$ cat config.mk
export PLATFORM = sky130hd
export DESIGN_NAME = aidc_lite_cmd_sched
export DESIGN_NICKNAME = d
export VERILOG_FILES = /design/src/rtl/aidc_lite_cmd_sched.sv
export SDC_FILE = /design/constraint.sdc
export NUM_CORES = 1
export LEC_CHECK = 0
export ABC_AREA = 0
export CAP_MARGIN = 20
export CORE_MARGIN = 1
export CORE_UTILIZATION = 60
export CTS_BUF_LIST = sky130_fd_sc_hd__clkbuf_4 sky130_fd_sc_hd__clkbuf_8
export CTS_CLUSTER_DIAMETER = 30
export DETAILED_ROUTE_END_ITERATION = 8
export PLACE_DENSITY = 0.8
export SLEW_MARGIN = 5
export SYNTH_ARGS = -nofsm -noshare
export SYNTH_HDL_FRONTEND = slang
export SYNTH_SLANG_ARGS = --single-unit
$ cat constraint.sdc
create_clock -name clk -period 5.2 [get_ports clk]
set_clock_uncertainty 0.05 [all_clocks]
set_input_delay 0.52 -clock clk [delete_from_list [all_inputs] [get_ports clk]]
set_output_delay 0.52 -clock clk [all_outputs]
set_load 0.05 [all_outputs]
$ cat src/rtl/aidc_lite_cmd_sched.sv
// aidc_lite_cmd_sched: APB-programmed descriptor queue that issues (src, dst, len)
// commands to the AIDC-Lite engine one at a time and collects completion status.
// Optional watchdog on the engine handshake: define AIDC_SCHED_TIMEOUT_EN.
module aidc_lite_cmd_sched #(
   parameter int QDEPTH      = 4,
   parameter int ADDR_W      = 32,
   parameter int LEN_W       = 32,
   parameter int TIMEOUT_CYC = 100000
) (
   input  logic              clk,
   input  logic              rst_n,
   input  logic              psel,
   input  logic              penable,
   input  logic              pwrite,
   input  logic [11:0]       paddr,
   input  logic [31:0]       pwdata,
   output logic [31:0]       prdata,
   output logic              pready,
   output logic              pslverr,
   output logic [ADDR_W-1:0] eng_src_addr,
   output logic [ADDR_W-1:0] eng_dst_addr,
   output logic [LEN_W-1:0]  eng_len,
   output logic              eng_start,
   input  logic              eng_done,
   output logic              irq
);

   localparam int PTR_W = $clog2(QDEPTH);
   localparam int CNT_W = PTR_W + 1;

   localparam logic [1:0] IDLE  = 2'd0;
   localparam logic [1:0] ISSUE = 2'd1;
   localparam logic [1:0] WAIT  = 2'd2;

   localparam logic [11:0] A_SRC    = 12'h000;
   localparam logic [11:0] A_DST    = 12'h004;
   localparam logic [11:0] A_LEN    = 12'h008;
   localparam logic [11:0] A_PUSH   = 12'h00C;
   localparam logic [11:0] A_STATUS = 12'h010;
   localparam logic [11:0] A_DONE   = 12'h014;
   localparam logic [11:0] A_CTRL   = 12'h018;

   logic [1:0]        state_q, state_d;
   logic [ADDR_W-1:0] srcStage_q, dstStage_q;
   logic [LEN_W-1:0]  lenStage_q;
   logic [ADDR_W-1:0] qSrc_q [QDEPTH];
   logic [ADDR_W-1:0] qDst_q [QDEPTH];
   logic [LEN_W-1:0]  qLen_q [QDEPTH];
   logic [PTR_W-1:0]  head_q, tail_q;
   logic [CNT_W-1:0]  count_q;
   logic              en_q, ie_q, ovf_q, err_q, tmo_q;
   logic [31:0]       doneCnt_q;

   logic apbWr, apbRd, empty, full, pop, pushReq, lenZero, push, pushOvf, pushErr;
   logic flush, clrSticky, doneOk, spurious, doneClr, timeoutHit;

   assign apbWr     = psel & penable & pwrite;
   assign apbRd     = psel & penable & ~pwrite;
   assign empty     = (count_q == '0);
   assign full      = (count_q == CNT_W'(QDEPTH));
   // A pop on the same edge frees a slot, so a push at full is still accepted then.
   assign pop       = (state_q == IDLE) & en_q & ~empty;
   assign pushReq   = apbWr & (paddr == A_PUSH);
   assign lenZero   = (lenStage_q == '0);
   assign pushErr   = pushReq & lenZero;
   assign pushOvf   = pushReq & ~lenZero & full & ~pop;
   assign push      = pushReq & ~lenZero & (~full | pop);
   assign flush     = apbWr & (paddr == A_CTRL) & pwdata[1];
   assign clrSticky = apbWr & (paddr == A_CTRL) & pwdata[3];
   assign doneClr   = apbWr & (paddr == A_DONE);
   assign doneOk    = (state_q == WAIT) & eng_done;
   assign spurious  = (state_q != WAIT) & eng_done;

   assign pready  = 1'b1;
   assign pslverr = pushOvf | pushErr;
   assign irq     = (doneCnt_q != '0) & ie_q;

`ifdef AIDC_SCHED_TIMEOUT_EN
   logic [31:0] wdog_q;

   assign timeoutHit = (state_q == WAIT) & ~eng_done & (wdog_q == 32'(TIMEOUT_CYC - 1));

   // Watchdog: zeroed while issuing so it starts at 0 on entry to WAIT, then counts.
   always_ff @(posedge clk or negedge rst_n) begin
      if (!rst_n)
         wdog_q <= '0;
      else if (state_q == ISSUE)
         wdog_q <= '0;
      else if (state_q == WAIT)
         wdog_q <= wdog_q + 32'd1;
   end
`else
   assign timeoutHit = 1'b0;
`endif

   // Next-state logic for the issue/wait handshake with the engine.
   always_comb begin
      state_d = state_q;
      case (state_q)
         IDLE:    if (pop) state_d = ISSUE;
         ISSUE:   state_d = WAIT;
         WAIT:    if (eng_done || timeoutHit) state_d = IDLE;
         default: state_d = IDLE;
      endcase
   end

   // State register.
   always_ff @(posedge clk or negedge rst_n) begin
      if (!rst_n) state_q <= IDLE;
      else        state_q <= state_d;
   end

   // Circular descriptor queue; flush wins over the pop that may share its edge.
   always_ff @(posedge clk or negedge rst_n) begin
      if (!rst_n) begin
         head_q  <= '0;
         tail_q  <= '0;
         count_q <= '0;
         for (int i = 0; i < QDEPTH; i++) begin
            qSrc_q[i] <= '0;
            qDst_q[i] <= '0;
            qLen_q[i] <= '0;
         end
      end else if (flush) begin
         head_q  <= '0;
         tail_q  <= '0;
         count_q <= '0;
      end else begin
         if (push) begin
            qSrc_q[tail_q] <= srcStage_q;
            qDst_q[tail_q] <= dstStage_q;
            qLen_q[tail_q] <= lenStage_q;
            tail_q         <= tail_q + 1'b1;
         end
         if (pop) head_q <= head_q + 1'b1;
         if (push && !pop)      count_q <= count_q + 1'b1;
         else if (pop && !push) count_q <= count_q - 1'b1;
      end
   end

   // Engine-facing outputs load from the queue head on issue and hold until the next one.
   always_ff @(posedge clk or negedge rst_n) begin
      if (!rst_n) begin
         eng_src_addr <= '0;
         eng_dst_addr <= '0;
         eng_len      <= '0;
         eng_start    <= 1'b0;
      end else begin
         eng_start <= pop;
         if (pop) begin
            eng_src_addr <= qSrc_q[head_q];
            eng_dst_addr <= qDst_q[head_q];
            eng_len      <= qLen_q[head_q];
         end
      end
   end

   // Software-visible registers: staging, control, sticky flags and completion count.
   always_ff @(posedge clk or negedge rst_n) begin
      if (!rst_n) begin
         srcStage_q <= '0;
         dstStage_q <= '0;
         lenStage_q <= '0;
         en_q       <= 1'b0;
         ie_q       <= 1'b0;
         ovf_q      <= 1'b0;
         err_q      <= 1'b0;
         tmo_q      <= 1'b0;
         doneCnt_q  <= '0;
      end else begin
         if (apbWr && paddr == A_SRC) srcStage_q <= ADDR_W'(pwdata);
         if (apbWr && paddr == A_DST) dstStage_q <= ADDR_W'(pwdata);
         if (apbWr && paddr == A_LEN) lenStage_q <= LEN_W'(pwdata);
         if (apbWr && paddr == A_CTRL) begin
            en_q <= pwdata[0];
            ie_q <= pwdata[2];
         end
         ovf_q <= (ovf_q & ~clrSticky) | pushOvf;
         err_q <= (err_q & ~clrSticky) | pushErr | spurious;
         tmo_q <= (tmo_q & ~clrSticky) | timeoutHit;
         if (doneClr)
            doneCnt_q <= '0;
         else if (doneOk && doneCnt_q != '1)
            doneCnt_q <= doneCnt_q + 32'd1;
      end
   end

   // Zero-wait-state read mux, driven only during a read access phase.
   always_comb begin
      prdata = '0;
      if (apbRd) begin
         case (paddr)
            A_SRC:    prdata = 32'(srcStage_q);
            A_DST:    prdata = 32'(dstStage_q);
            A_LEN:    prdata = 32'(lenStage_q);
            A_STATUS: prdata = {16'd0, 8'(count_q), 2'b00, tmo_q, err_q, ovf_q,
                                full, empty, (state_q != IDLE)};
            A_DONE:   prdata = doneCnt_q;
            A_CTRL:   prdata = {29'd0, ie_q, 1'b0, en_q};
            default:  prdata = '0;
         endcase
      end
   end

endmodule

==> impl_metrics.ini <==
[synthesis]
synth-seq-area-share_pct = 57.3
synth.top_cell.area_share_pct = 57.3
ys_seq_elements = 623
mean_instance_size_in_the_synthesized_netlist_um2 = 13.8
synth_largest_area_cell = sky130_fd_sc_hd__dfrtp_1
synth_edf_count = 0
post_synth_instance_area_um2 = 27200
netlist_top_cells_area = sky130_fd_sc_hd__dfrtp_1 (57%), sky130_fd_sc_hd__mux2_2 (20%), sky130_fd_sc_hd__mux4_2 (7.9%)
post_synth_most_frequent_cells = sky130_fd_sc_hd__dfrtp_1 (623), sky130_fd_sc_hd__mux2_2 (481), sky130_fd_sc_hd__nand2_1 (329), sky130_fd_sc_hd__mux4_2 (96), sky130_fd_sc_hd__clkbuf_1 (56)
syn_warnings = 0
yosys.cell_types.count = 56
synthCells = 1972
syn_nets = 2029
post_synth_top_flop = sky130_fd_sc_hd__dfrtp_1
synth_async_sr_flop_share_pct = 100
yosysMostFrequentCell = sky130_fd_sc_hd__dfrtp_1

[timing]
final-setup-viol-count = 0
period_minus_slack_ns = 4.65
timing_worst_slew_pin_value_ns = 0.951
fin_setup_tns_ns = 0
post-route-period-util_pct = 89.4
finalHoldViolations = 0
relSlewSlack_pct = 36.6
finalHoldWorstSlack_ns = 0.422
rsz0062_at_grt = false
fmax_mhz = 215
maxSlewViolCount = 0

[pwr]
power.static_leakage_nw = 15.5
power_density_nw_per_um2 = 368
report.power.total_mw = 11.9
irDropWorstVdd_mv = 0.308

[floorplanning]
initial_utilization_pct = 61.1
chipHeight_um = 215
die_width_um = 215
top_level_ports = 182
row_count = 77
die-area_um2 = 46200
floorplan.core_area_um2 = 44500

[detailed_routing]
via_count_normalized_by_instance_count = 6.04
num_vias = 17300
detail_route.iter0.violations = 1461
drt-pass1-iter-count = 5
postRouteAntennaNets = 0
post-route-drc-count = 0
avgRoutedWirePerCell_um = 23.3
totalWireLength_um = 67000

[cts]
cts-htree-levels = 3
clock_tree_from_tritoncts = yes
cts_made_buffers = 115
cts.path.max_buffers = 3
clock_latency_ns = 0.70
cts_resized = 0
cts_root_buffer = sky130_fd_sc_hd__clkbuf_8
cts.sinks = 623
cts.reportedPaths.clkPinSlew_ns = 0.06

[final_layout]
layout_top_registers = qDst_q x128, qLen_q x128, qSrc_q x128
finish.utilization_pct = 72.4
multi_input_comb_area_um2 = 10900
area.growth.synth_to_final_pct = 18.5
layout.cell_area.non_filler_um2 = 32200
n_fill_cell = 2971
final_net_count = 2237
drive_gt1_share_pct = 37.3
layout.area.seq_um2 = 15600

[critical_path]
worst-path-max-fanout = 16
cp.arrival_ns = 4.08
crit_required_ns = 4.63
setup.worst_path.class = in2out
crit_path_max_incr_delay_ns = 0.86
timing.critical_path.to_type = output pin
timing.critical_path.from_type = input pin
master_of_the_slowest_instance_on_the_critical_path = sky130_fd_sc_hd__clkdlybuf4s50_1
ordered_list_of_cells_on_the_worst_path = clkdlybuf4s50_1, or4_4, or4_4, nor3_4, buf_4, a222oi_1, a21oi_1, clkdlybuf4s50_1

[placement]
placed_area_um2 = 29500
portBuffers = 180
hpwlAfterDp_um = 42800
place.gp.congestion = 0.927

[min_path]
hold_path.class = reg2reg

[global_routing]
grt_pass1_wl_um = 106000
antenna_found_initial = 1
grt.total_usage_pct = 29.9
grt_pass1_vias = 18400
globalRouteOverflowTotal = 0
grt_start_max_net_pins = 137

[outcome]
outcome = complete, no violations

[run]
maxCapViolations = 0
power by group:
part           internal (mW)  total [mW]  switching (mW)
logic                  0.473        1.39           0.918
clock network           3.20        5.31            2.11
registers               4.90        5.15           0.253
cell type report:
type / instances / area share, %
inverters: 16 / 0.190
multi-input cells: 1209 / 33.9
repair buffers: 215 / 6.82
flip-flops and latches: 623 / 48.4
diodes: 2 / 0.0155
clock buffers: 163 / 6.55
clock inverters: 53 / 1.87
well taps: 592 / 2.30
cell families after synthesis:
| kind of cell | after synthesis | synth area share [%] |
|---|---|---|
| buf+inv | 140 | 2.75 |
| xor+xnor | 30 | 0.966 |
| compound gates | 98 | 2.63 |
| simple gates | 492 | 7.99 |
| fa+ha+maj | 7 | 0.349 |
| flops | 623 | 57.3 |
| other cells | 1 | 0.0138 |
| mux | 581 | 28.0 |
cells in the final DEF, fill, tap and decap left out, types with 9 or more instances in the layout:
master	synthesis	routed
sky130_fd_sc_hd__nor3_1	18	17
sky130_fd_sc_hd__nor4_1	16	16
sky130_fd_sc_hd__clkbuf_4	0	21
sky130_fd_sc_hd__buf_4	6	24
sky130_fd_sc_hd__clkinv_2	0	23
sky130_fd_sc_hd__clkinvlp_4	0	12
sky130_fd_sc_hd__xor2_1	13	13
sky130_fd_sc_hd__bufinv_16	0	11
sky130_fd_sc_hd__xnor2_1	17	17
sky130_fd_sc_hd__dfrtp_1	623	621
sky130_fd_sc_hd__buf_12	0	10
sky130_fd_sc_hd__inv_1	16	15
sky130_fd_sc_hd__nand4_1	16	16
sky130_fd_sc_hd__clkbuf_8	0	142
sky130_fd_sc_hd__nand3_1	17	16
sky130_fd_sc_hd__a222oi_1	29	29
sky130_fd_sc_hd__nand2_1	329	329
sky130_fd_sc_hd__a22oi_1	9	9
sky130_fd_sc_hd__a21oi_1	38	38
sky130_fd_sc_hd__mux2_2	481	481
sky130_fd_sc_hd__clkdlybuf4s50_1	0	179
sky130_fd_sc_hd__nor2_1	51	49
sky130_fd_sc_hd__mux4_2	96	96
worst max-delay path, delay by kind of cell:
family                 cells  cell delay [ns]
AO/OA/AOI/OAI              2             0.34
AND/OR/NAND/NOR            3             1.60
buffers and inverters      3             1.59
layer usage:
layer / up-vias / global-route usage [%] / share of wire [%]
met5: - / 1.25 / 0.097
met4: 2 / 10.4 / 2.6
met3: 113 / 9.29 / 8.7
met2: 713 / 45.6 / 47
met1: 9012 / 40.8 / 42
li1: 7509 / - / -
final timing paths:
kind	slack, ns	cells past startpoint	from	to
worst max-delay path	0.55	8	paddr[0]	prdata[17]
worst min-delay path	0.42	2	eng_src_addr[2]$_DFFE_PN0P_	eng_src_addr[2]$_DFFE_PN0P_
worst max register to register	1.51	7	count_q[1]$_DFFE_PN0P_	count_q[2]$_DFFE_PN0P_
worst min register to register	0.42	2	eng_src_addr[2]$_DFFE_PN0P_	eng_src_addr[2]$_DFFE_PN0P_
max in group asynchronous	3.41	3	rst_n	eng_src_addr[31]$_DFFE_PN0P_
min in group asynchronous	0.48	2	rst_n	qDst_q[69]$_DFFE_PN0P_
repair_timing:
item	in CTS	in global routing
hold endpoints to repair	110	0
hold buffers	1	0
buffers inserted	0	0
setup endpoints to repair	0	0
stage by stage:
stage / cells / setup slack (ns)
floorplan: 1972 / 1.56
finish: 2873 / 0.552
detailed placement: 2654 / 0.636
global placement: 2654 / 0.726
global route: 2872 / 0.466
CTS: 2871 / 0.606
No activity file was read; power rests on OpenSTA's default activity.
